File: src/rtl/line_buffer_if.sv
// Bundle of the fill, CPU read/write, drain and status signals of one cache line buffer.
// The master side is the CPU/memory controller; the slave side is the line buffer itself.
interface line_buffer_if #(
   parameter int LINE_WIDTH = 128,
   parameter int WORD_WIDTH = 16,
   parameter int BEAT_WIDTH = 64
);
   localparam int WORDS = LINE_WIDTH / WORD_WIDTH;
   localparam int OFS_W = $clog2(WORDS);
   localparam int BE_W  = WORD_WIDTH / 8;

   logic                  fill_valid;
   logic [BEAT_WIDTH-1:0] fill_data;
   logic                  fill_ready;

   logic                  rd_en;
   logic [OFS_W-1:0]      rd_offset;
   logic [WORD_WIDTH-1:0] rd_data;
   logic                  rd_valid;

   logic                  wr_en;
   logic [OFS_W-1:0]      wr_offset;
   logic [WORD_WIDTH-1:0] wr_data;
   logic [BE_W-1:0]       wr_be;

   logic                  drain_req;
   logic                  inval;
   logic                  drain_valid;
   logic [BEAT_WIDTH-1:0] drain_data;
   logic                  drain_last;
   logic                  drain_ready;

   logic                  line_valid;
   logic                  dirty;
   logic                  busy;

   modport master (
      output fill_valid, fill_data, input fill_ready,
      output rd_en, rd_offset, input rd_data, rd_valid,
      output wr_en, wr_offset, wr_data, wr_be,
      output drain_req, inval, drain_ready,
      input  drain_valid, drain_data, drain_last,
      input  line_valid, dirty, busy
   );

   modport slave (
      input  fill_valid, fill_data, output fill_ready,
      input  rd_en, rd_offset, output rd_data, rd_valid,
      input  wr_en, wr_offset, wr_data, wr_be,
      input  drain_req, inval, drain_ready,
      output drain_valid, drain_data, drain_last,
      output line_valid, dirty, busy
   );
endinterface

File: src/rtl/line_buffer.sv
// Single cache line buffer: filled by memory beats, read/written by CPU words with byte
// enables, and written back (drained) beat by beat or discarded.
module line_buffer #(
   parameter int LINE_WIDTH = 128,
   parameter int WORD_WIDTH = 16,
   parameter int BEAT_WIDTH = 64
) (
   input logic          clk,
   input logic          rst_n,
   line_buffer_if.slave lb
);
   localparam int WORDS = LINE_WIDTH / WORD_WIDTH;
   localparam int BEATS = LINE_WIDTH / BEAT_WIDTH;
   localparam int OFS_W = $clog2(WORDS);
   localparam int BE_W  = WORD_WIDTH / 8;
   localparam int CNT_W = $clog2(BEATS);
   localparam logic [CNT_W-1:0] LAST_BEAT = CNT_W'(BEATS - 1);

   typedef enum logic [1:0] {EMPTY, FILL, VALID, DRAIN} state_t;

   state_t                state, state_nxt;
   logic [CNT_W-1:0]      cnt, cnt_nxt;
   logic [LINE_WIDTH-1:0] line_q;
   logic                  fill_acc, drain_acc, in_valid, wr_act, bypass;
   logic [WORD_WIDTH-1:0] rd_word, wr_old, wr_word;
   logic [OFS_W-1:0]      wr_ofs;

   function automatic logic [WORD_WIDTH-1:0] merge_word(
      input logic [WORD_WIDTH-1:0] old_w,
      input logic [WORD_WIDTH-1:0] new_w,
      input logic [BE_W-1:0]       be
   );
      logic [WORD_WIDTH-1:0] res;
      res = old_w;
      for (int i = 0; i < BE_W; i++) begin
         if (be[i]) res[i*8 +: 8] = new_w[i*8 +: 8];
      end
      return res;
   endfunction

   assign wr_ofs    = lb.wr_offset;
   assign fill_acc  = lb.fill_valid & lb.fill_ready;
   assign drain_acc = lb.drain_valid & lb.drain_ready;
   assign in_valid  = (state == VALID);
   // inval wins over a same-cycle write; a write with no byte enables is a no-op
   assign wr_act    = in_valid & lb.wr_en & ~lb.inval & (|lb.wr_be);
   assign bypass    = wr_act & (lb.rd_offset == wr_ofs);
   assign rd_word   = line_q[int'(lb.rd_offset)*WORD_WIDTH +: WORD_WIDTH];
   assign wr_old    = line_q[int'(wr_ofs)*WORD_WIDTH +: WORD_WIDTH];
   assign wr_word   = merge_word(wr_old, lb.wr_data, lb.wr_be);

   // drain_data only changes when the counter advances, so it is stable under back-pressure
   assign lb.drain_data = line_q[int'(cnt)*BEAT_WIDTH +: BEAT_WIDTH];

   always_comb begin
      state_nxt = state;
      cnt_nxt   = cnt;
      if (fill_acc || drain_acc) cnt_nxt = (cnt == LAST_BEAT) ? '0 : cnt + 1'b1;
      case (state)
         EMPTY, FILL: if (fill_acc) state_nxt = (cnt == LAST_BEAT) ? VALID : FILL;
         VALID: begin
            if (lb.inval)          state_nxt = EMPTY;
            else if (lb.drain_req) state_nxt = DRAIN;
         end
         DRAIN: if (drain_acc && cnt == LAST_BEAT) state_nxt = EMPTY;
         default: state_nxt = EMPTY;
      endcase
   end

   // stage p1: control state and registered status/handshake outputs
   always_ff @(posedge clk or negedge rst_n) begin
      if (!rst_n) begin
         state          <= EMPTY;
         cnt            <= '0;
         lb.fill_ready  <= 1'b1;
         lb.line_valid  <= 1'b0;
         lb.busy        <= 1'b0;
         lb.drain_valid <= 1'b0;
         lb.drain_last  <= 1'b0;
      end else begin
         state          <= state_nxt;
         cnt            <= cnt_nxt;
         lb.fill_ready  <= (state_nxt == EMPTY) || (state_nxt == FILL);
         lb.line_valid  <= (state_nxt == VALID);
         lb.busy        <= (state_nxt == FILL) || (state_nxt == DRAIN);
         lb.drain_valid <= (state_nxt == DRAIN);
         lb.drain_last  <= (state_nxt == DRAIN) && (cnt_nxt == LAST_BEAT);
      end
   end

   // stage p1: line storage, read port and dirty flag
   always_ff @(posedge clk or negedge rst_n) begin
      if (!rst_n) begin
         line_q      <= '0;
         lb.rd_data  <= '0;
         lb.rd_valid <= 1'b0;
         lb.dirty    <= 1'b0;
      end else begin
         lb.rd_valid <= in_valid & lb.rd_en;
         if (in_valid && lb.rd_en) lb.rd_data <= bypass ? wr_word : rd_word;
         if (fill_acc) line_q[int'(cnt)*BEAT_WIDTH +: BEAT_WIDTH] <= lb.fill_data;
         if (wr_act) begin
            line_q[int'(wr_ofs)*WORD_WIDTH +: WORD_WIDTH] <= wr_word;
            lb.dirty <= 1'b1;
         end
         if ((state != VALID && state_nxt == VALID) || (in_valid && lb.inval) ||
             (drain_acc && cnt == LAST_BEAT))
            lb.dirty <= 1'b0;
      end
   end
endmodule

File: src/flat_wrapper.sv
// flat-port wrapper written by rule: the top's interface ports become plain ports
module line_buffer_flat 
#(
   parameter int LINE_WIDTH = 128,
   parameter int WORD_WIDTH = 16,
   parameter int BEAT_WIDTH = 64
)
  (clk, rst_n, lb_fill_valid, lb_fill_data, lb_fill_ready, lb_rd_en, lb_rd_offset, lb_rd_data, lb_rd_valid, lb_wr_en, lb_wr_offset, lb_wr_data, lb_wr_be, lb_drain_req, lb_inval, lb_drain_ready, lb_drain_valid, lb_drain_data, lb_drain_last, lb_line_valid, lb_dirty, lb_busy);
  line_buffer_if #(.LINE_WIDTH(LINE_WIDTH), .WORD_WIDTH(WORD_WIDTH), .BEAT_WIDTH(BEAT_WIDTH)) lb_i ();
  input logic clk;
  input logic rst_n;
  input wire logic [$bits(lb_i.fill_valid)-1:0] lb_fill_valid;
  input wire logic [$bits(lb_i.fill_data)-1:0] lb_fill_data;
  output wire logic [$bits(lb_i.fill_ready)-1:0] lb_fill_ready;
  input wire logic [$bits(lb_i.rd_en)-1:0] lb_rd_en;
  input wire logic [$bits(lb_i.rd_offset)-1:0] lb_rd_offset;
  output wire logic [$bits(lb_i.rd_data)-1:0] lb_rd_data;
  output wire logic [$bits(lb_i.rd_valid)-1:0] lb_rd_valid;
  input wire logic [$bits(lb_i.wr_en)-1:0] lb_wr_en;
  input wire logic [$bits(lb_i.wr_offset)-1:0] lb_wr_offset;
  input wire logic [$bits(lb_i.wr_data)-1:0] lb_wr_data;
  input wire logic [$bits(lb_i.wr_be)-1:0] lb_wr_be;
  input wire logic [$bits(lb_i.drain_req)-1:0] lb_drain_req;
  input wire logic [$bits(lb_i.inval)-1:0] lb_inval;
  input wire logic [$bits(lb_i.drain_ready)-1:0] lb_drain_ready;
  output wire logic [$bits(lb_i.drain_valid)-1:0] lb_drain_valid;
  output wire logic [$bits(lb_i.drain_data)-1:0] lb_drain_data;
  output wire logic [$bits(lb_i.drain_last)-1:0] lb_drain_last;
  output wire logic [$bits(lb_i.line_valid)-1:0] lb_line_valid;
  output wire logic [$bits(lb_i.dirty)-1:0] lb_dirty;
  output wire logic [$bits(lb_i.busy)-1:0] lb_busy;
  assign lb_i.fill_valid = lb_fill_valid;
  assign lb_i.fill_data = lb_fill_data;
  assign lb_fill_ready = lb_i.fill_ready;
  assign lb_i.rd_en = lb_rd_en;
  assign lb_i.rd_offset = lb_rd_offset;
  assign lb_rd_data = lb_i.rd_data;
  assign lb_rd_valid = lb_i.rd_valid;
  assign lb_i.wr_en = lb_wr_en;
  assign lb_i.wr_offset = lb_wr_offset;
  assign lb_i.wr_data = lb_wr_data;
  assign lb_i.wr_be = lb_wr_be;
  assign lb_i.drain_req = lb_drain_req;
  assign lb_i.inval = lb_inval;
  assign lb_i.drain_ready = lb_drain_ready;
  assign lb_drain_valid = lb_i.drain_valid;
  assign lb_drain_data = lb_i.drain_data;
  assign lb_drain_last = lb_i.drain_last;
  assign lb_line_valid = lb_i.line_valid;
  assign lb_dirty = lb_i.dirty;
  assign lb_busy = lb_i.busy;
  line_buffer #(.LINE_WIDTH(LINE_WIDTH), .WORD_WIDTH(WORD_WIDTH), .BEAT_WIDTH(BEAT_WIDTH)) u_core (.clk(clk), .rst_n(rst_n), .lb(lb_i));
endmodule
File: config.mk
export PLATFORM = sky130hd
export DESIGN_NAME = line_buffer_flat
export DESIGN_NICKNAME = d
export VERILOG_FILES = /design/src/rtl/line_buffer_if.sv /design/src/rtl/line_buffer.sv /design/src/flat_wrapper.sv
export SDC_FILE = /design/constraint.sdc
export NUM_CORES = 1
export LEC_CHECK = 0
export CAP_MARGIN = 20
export CORE_ASPECT_RATIO = 1.75
export CORE_MARGIN = 2
export CORE_UTILIZATION = 50
export DETAILED_ROUTE_END_ITERATION = 16
export GPL_TIMING_DRIVEN = 1
export HOLD_SLACK_MARGIN = 0.02
export PLACE_DENSITY = 0.76
export SYNTH_ARGS = -nofsm -noshare
export SYNTH_HDL_FRONTEND = slang
export SYNTH_SLANG_ARGS = --single-unit
File: constraint.sdc
create_clock -name clk -period 6.9 [get_ports clk]
set_clock_uncertainty 0.2 [all_clocks]
set_input_delay 2.07 -clock clk [delete_from_list [all_inputs] [get_ports clk]]
set_output_delay 2.07 -clock clk [all_outputs]
set_load 0.1 [all_outputs]
# Word level (Yosys, flattened, before mapping)
# Cells that the tools add are included.
# classes
muxes	17
reduce_logical	15
n_bitwise	8
n_shift	7
eq_ne	8
addsub	3
# ops
operator	n
128-bit bitwise mux	2
128-bit 2-to-1 mux	2
128-bit by 8-bit variable part select with 16-bit output	2
16-bit by 33-bit variable shift with 128-bit output (first input constant)	1
64-bit by 33-bit variable shift with 128-bit output (first input constant)	1
128-bit by 8-bit variable part select with 64-bit output	1
16-bit by 33-bit variable part select with 128-bit output	1
64-bit by 33-bit variable part select with 128-bit output	1
7-bit negation with 33-bit output	2
16-bit 2-to-1 mux	1
8-bit 2-to-1 mux	2
2-bit 2-to-1 mux	5
2-bit equality test (second input constant)	4
1-bit AND	7
2-bit one-hot mux with 3 select lines	1
1-bit logical AND	5
1-bit logical OR	5
2-bit by 1-bit equality test with 1-bit output (second input constant)	2
2-bit logical NOT	2
1-bit 2-to-1 mux	4
2-bit OR reduction	2
3-bit equality test	1
2-bit != test (second input constant)	1
2-bit nonzero test	1
2 further kinds	2
# word_totals
elab_cells	69
inputBits	96
register_bits	154

# Longest topological paths before layout
# logic_depth
word_depth	9
ltp_mapped	10
ltp_nobuf	7

# Worst setup path after synthesis
# Ideal clock, no wire load.
# synth_path
path_type	input to register
start	in lb_wr_offset[0]
end	reg u_core.line_q[38]
t_required_ps	6550
setup_time_ps	150
slack_ps	2734
t_arrival_ps	3816
n_path_buf	3
stages	9
cell_sequence	buf_2 inv_1 ha_1 ha_1 nand3b_1 or4_4 buf_6 buf_12 mux2i_1
# synth_between
elab_chain_cells	5
word_cells_on_any_way	8
cone_classes	1 x add/sub; 3 x shift; 4 x mux
# synth_rtl
element	line	rtl
from (decl)	flat_wrapper.sv:20	input wire logic [$bits(lb_i.wr_offset)-1:0] lb_wr_offset;
128-bit by 8-bit variable part select with 16-bit output	line_buffer.sv:49	assign wr_old = line_q[int'(wr_ofs)*WORD_WIDTH +: WORD_WIDTH];
8-bit 2-to-1 mux	line_buffer.sv:36	if (be[i]) res[i*8 +: 8] = new_w[i*8 +: 8];
16-bit by 33-bit variable part select with 128-bit output	line_buffer.sv:103	line_q[int'(wr_ofs)*WORD_WIDTH +: WORD_WIDTH] <= wr_word;
128-bit bitwise mux (*)	line_buffer.sv:103	
128-bit 2-to-1 mux (*)	line_buffer.sv:102	if (wr_act) begin
to (signal, indexed assignment)	line_buffer.sv:101	if (fill_acc) line_q[int'(cnt)*BEAT_WIDTH +: BEAT_WIDTH] <= lb.fill_data;
to (signal, indexed assignment)	line_buffer.sv:103	
to (decl)	line_buffer.sv:23	logic [LINE_WIDTH-1:0] line_q;
# Every way passes the cells marked *; elsewhere a longest branch is shown, timed or not.
# A chain may end at the register's enable or synchronous reset.

# Worst setup path in the final report
# layout_path
start	reg u_core.cnt
end	out lb_drain_data[23]
# layout_between
elab_chain_cells	1
# layout_rtl
element	line	rtl
from (decl)	line_buffer.sv:22	logic [CNT_W-1:0] cnt, cnt_nxt;
from (signal assigned)	line_buffer.sv:82	cnt <= cnt_nxt;
128-bit by 8-bit variable part select with 64-bit output	line_buffer.sv:53	assign lb.drain_data = line_q[int'(cnt)*BEAT_WIDTH +: BEAT_WIDTH];
to (decl)	flat_wrapper.sv:27	output wire logic [$bits(lb_i.drain_data)-1:0] lb_drain_data;
# Every way passes these cells.

==> reports/metrics.yaml <==
outcome: "completed"
r2r_setup_slack_ns: 3.67
start_util_pct: 50.6
yosysSeqAreaShare_pct: 37.9
num_rows: 69
clock_sinks: 154
routed_wirelength_um: 32300
synth_seq_cells: 154
layout-drive-gt1-share_pct: 18.0
grt_pass1_wl_um: 48600
hpwl_um: 22800
overflow: 0
path_max_fanout: 37
via_count: 8031
synth_most_common_cell: "mux2i_1"
via_per_inst: 6.49
finalHoldViolCount: 0
synth_top_area_share_pct: 37.6
yosysWarnings: 0
drc: 0
crit_chain: "buf_4 -> mux2_2 -> clkdlybuf4s50_1"
synth-main-ff-cell: "dfrtp_1"
grt_max_degree: 66
drv_cap: 0
core_area_sq_um: 20100
async_flop_share_pct: 100
max_freq_mhz: 179
netlist_instances: 828
rsz0062_at_grt: "false"
cts-hold-fix-buffers: 0
nets: 1074
drt-pass1-iter-count: 5
die_area_sq_um: 21600
critPathSlowestCell: "clkdlybuf4s50_1"
avgSynthCellArea_sq_um: 12.3
yosysUniqueCellTypes: 38
antenna_found_initial: 0
hp-class: "register to register"
cts_buffers: 17
antenna_cells: 0
cts_tree: "built"
fillers: 1639
die_w_um: 112
setup_viol: 0
cts_resized: 0
synth_area_leaders: "dfrtp_1, mux2i_1, mux2_2"
finalCriticalPeriod_ns: 5.58
cts_htree_levels: 4
relSlewSlack_pct: 22.7
slew_violations: 0
root_buffer: "clkbuf_16"
critPathMaxStageDelay_ns: 1.13
yosys-top-cells-count: "mux2i_1, dfrtp_1, mux2_2"
arrival_ns: 3.31
path_class: "register to primary output"
antenna_left: 0
syn_nets: 926
synth-edff-count: 0
portBuffers: 182
globalplace.congestion: 0.900
synth_top_area_cell: "dfrtp_1"
required_ns: 4.63
avgRoutedWirePerCell_um: 26.1
grt.total_usage_pct: 30.0
fin_crit_sh_pct: 80.9
grt_pass1_vias: 8371
clk_pin_slew_ns: 0.07
syn_to_final_growth_pct: 24.8
cts_setup_buffers: 0
cts.path.max_buffers: 2
cp-start-kind: "register"
fp.dieH_um: 193
first_iter_violations: 634
tightest_slew_ns: 1.16
clk_latency_ns: 0.44
finalSetupTns_ns: 0
ioPinCount: 183
cp-end-kind: "primary output"
synthesis.area_sq_um: 10200
## cell families after synthesis
| group | after synthesis | synth area share (%) |
|---|---|---|
| mux | 435 | 47.7 |
| flops | 154 | 37.9 |
| compound gates | 85 | 6.37 |
| buf+inv | 77 | 3.85 |
| simple gates | 71 | 3.66 |
| xor+xnor | 4 | 0.344 |
| fa+ha+maj | 2 | 0.246 |
## path summary, 6_finish.rpt
path | start | end | cells past startpoint
hold / removal | u_core.lb.rd_data[0]$_DFFE_PN0P_ | u_core.lb.rd_data[0]$_DFFE_PN0P_ | 2
setup / recovery | u_core.cnt$_DFF_PN0_ | lb_drain_data[23] | 3
hold reg to reg | u_core.lb.rd_data[0]$_DFFE_PN0P_ | u_core.lb.rd_data[0]$_DFFE_PN0P_ | 2
min in group asynchronous | rst_n | u_core.line_q[123]$_DFF_PN0_ | 1
setup reg to reg | u_core.cnt$_DFF_PN0_ | u_core.line_q[107]$_DFF_PN0_ | 5
max in group asynchronous | rst_n | u_core.line_q[6]$_DFF_PN0_ | 2
## layout by cell type (no fill, tap or decap), types with 3 or more instances in the layout
cell and instances:
mux2i_1 323, clkdlybuf4s50_1 179, dfrtp_1 152, mux2_2 80, nand2_1 36, mux4_2 32
o211ai_1 32, a21oi_1 19, a22oi_1 17, clkbuf_16 17, buf_4 17, a32oi_1 11
nor2_1 8, inv_6 6, a32oi_2 5, nand3_1 4, inv_1 4, xnor2_1 4
nand3b_1 3, nor2b_1 3
## per-stage QoR
| stage | instance area [sq um] | util (%) | setup slack (ns) | hold slack (ns) | instances |
|---|---|---|---|---|---|
| 3_3_place_gp | 12100 | 60.1 | 1.61 | 0.292 | 1203 |
| 5_1_grt | 12700 | 63.2 | 1.22 | 0.336 | 1237 |
| 3_5_place_dp | 12100 | 60.3 | 1.56 | 0.299 | 1204 |
| 6_report | 12700 | 63.2 | 1.32 | 0.311 | 1237 |
| 4_1_cts | 12700 | 63.0 | 1.24 | 0.313 | 1236 |
| 2_1_floorplan | 10200 | - | 2.73 | 0.327 | 828 |
## layer usage
| metal | wire (um) | part of all wire, % | global-route usage, % |
|---|---|---|---|
| met2 | 16800 | 52 | 53.1 |
| met3 | 1510 | 4.7 | 3.52 |
| met5 | 0 | 0 | 0 |
| met4 | 2430 | 7.5 | 21.7 |
| met1 | 11500 | 36 | 33.1 |
## area by class of cell
type,instances,area (sq um),share of cell area [%]
clock buffer,18,429,3.38
clock inverter,14,129,1.01
inverter,5,18.8,0.148
multi-input combinational,597,5950,46.9
sequential,154,3860,30.3
tap,248,310,2.44
timing repair buffer,201,2010,15.8
## registers in the layout, indices dropped and copies added (netlist names)
name	cells
u_core.cnt	1
u_core.line_q	128
u_core.lb.rd_valid	1
u_core.lb.busy	1
u_core.lb.line_valid	1
u_core.lb.dirty	1
u_core.lb.rd_data	16
u_core.lb.drain_last	1
u_core.state	2
u_core.lb.drain_valid	1
u_core.lb.fill_ready	1
## worst max-delay path, delay by kind of cell, from the launching register on
family / cells / cell delay [ns]
multiplexers: 1 / 0.26
flip-flops: 1 / 1.00
buffers and inverters: 2 / 1.60
Power is left out: the tool's default activity adds up to more than one toggle a clock period on the data nets, which glitch-free logic cannot reach.
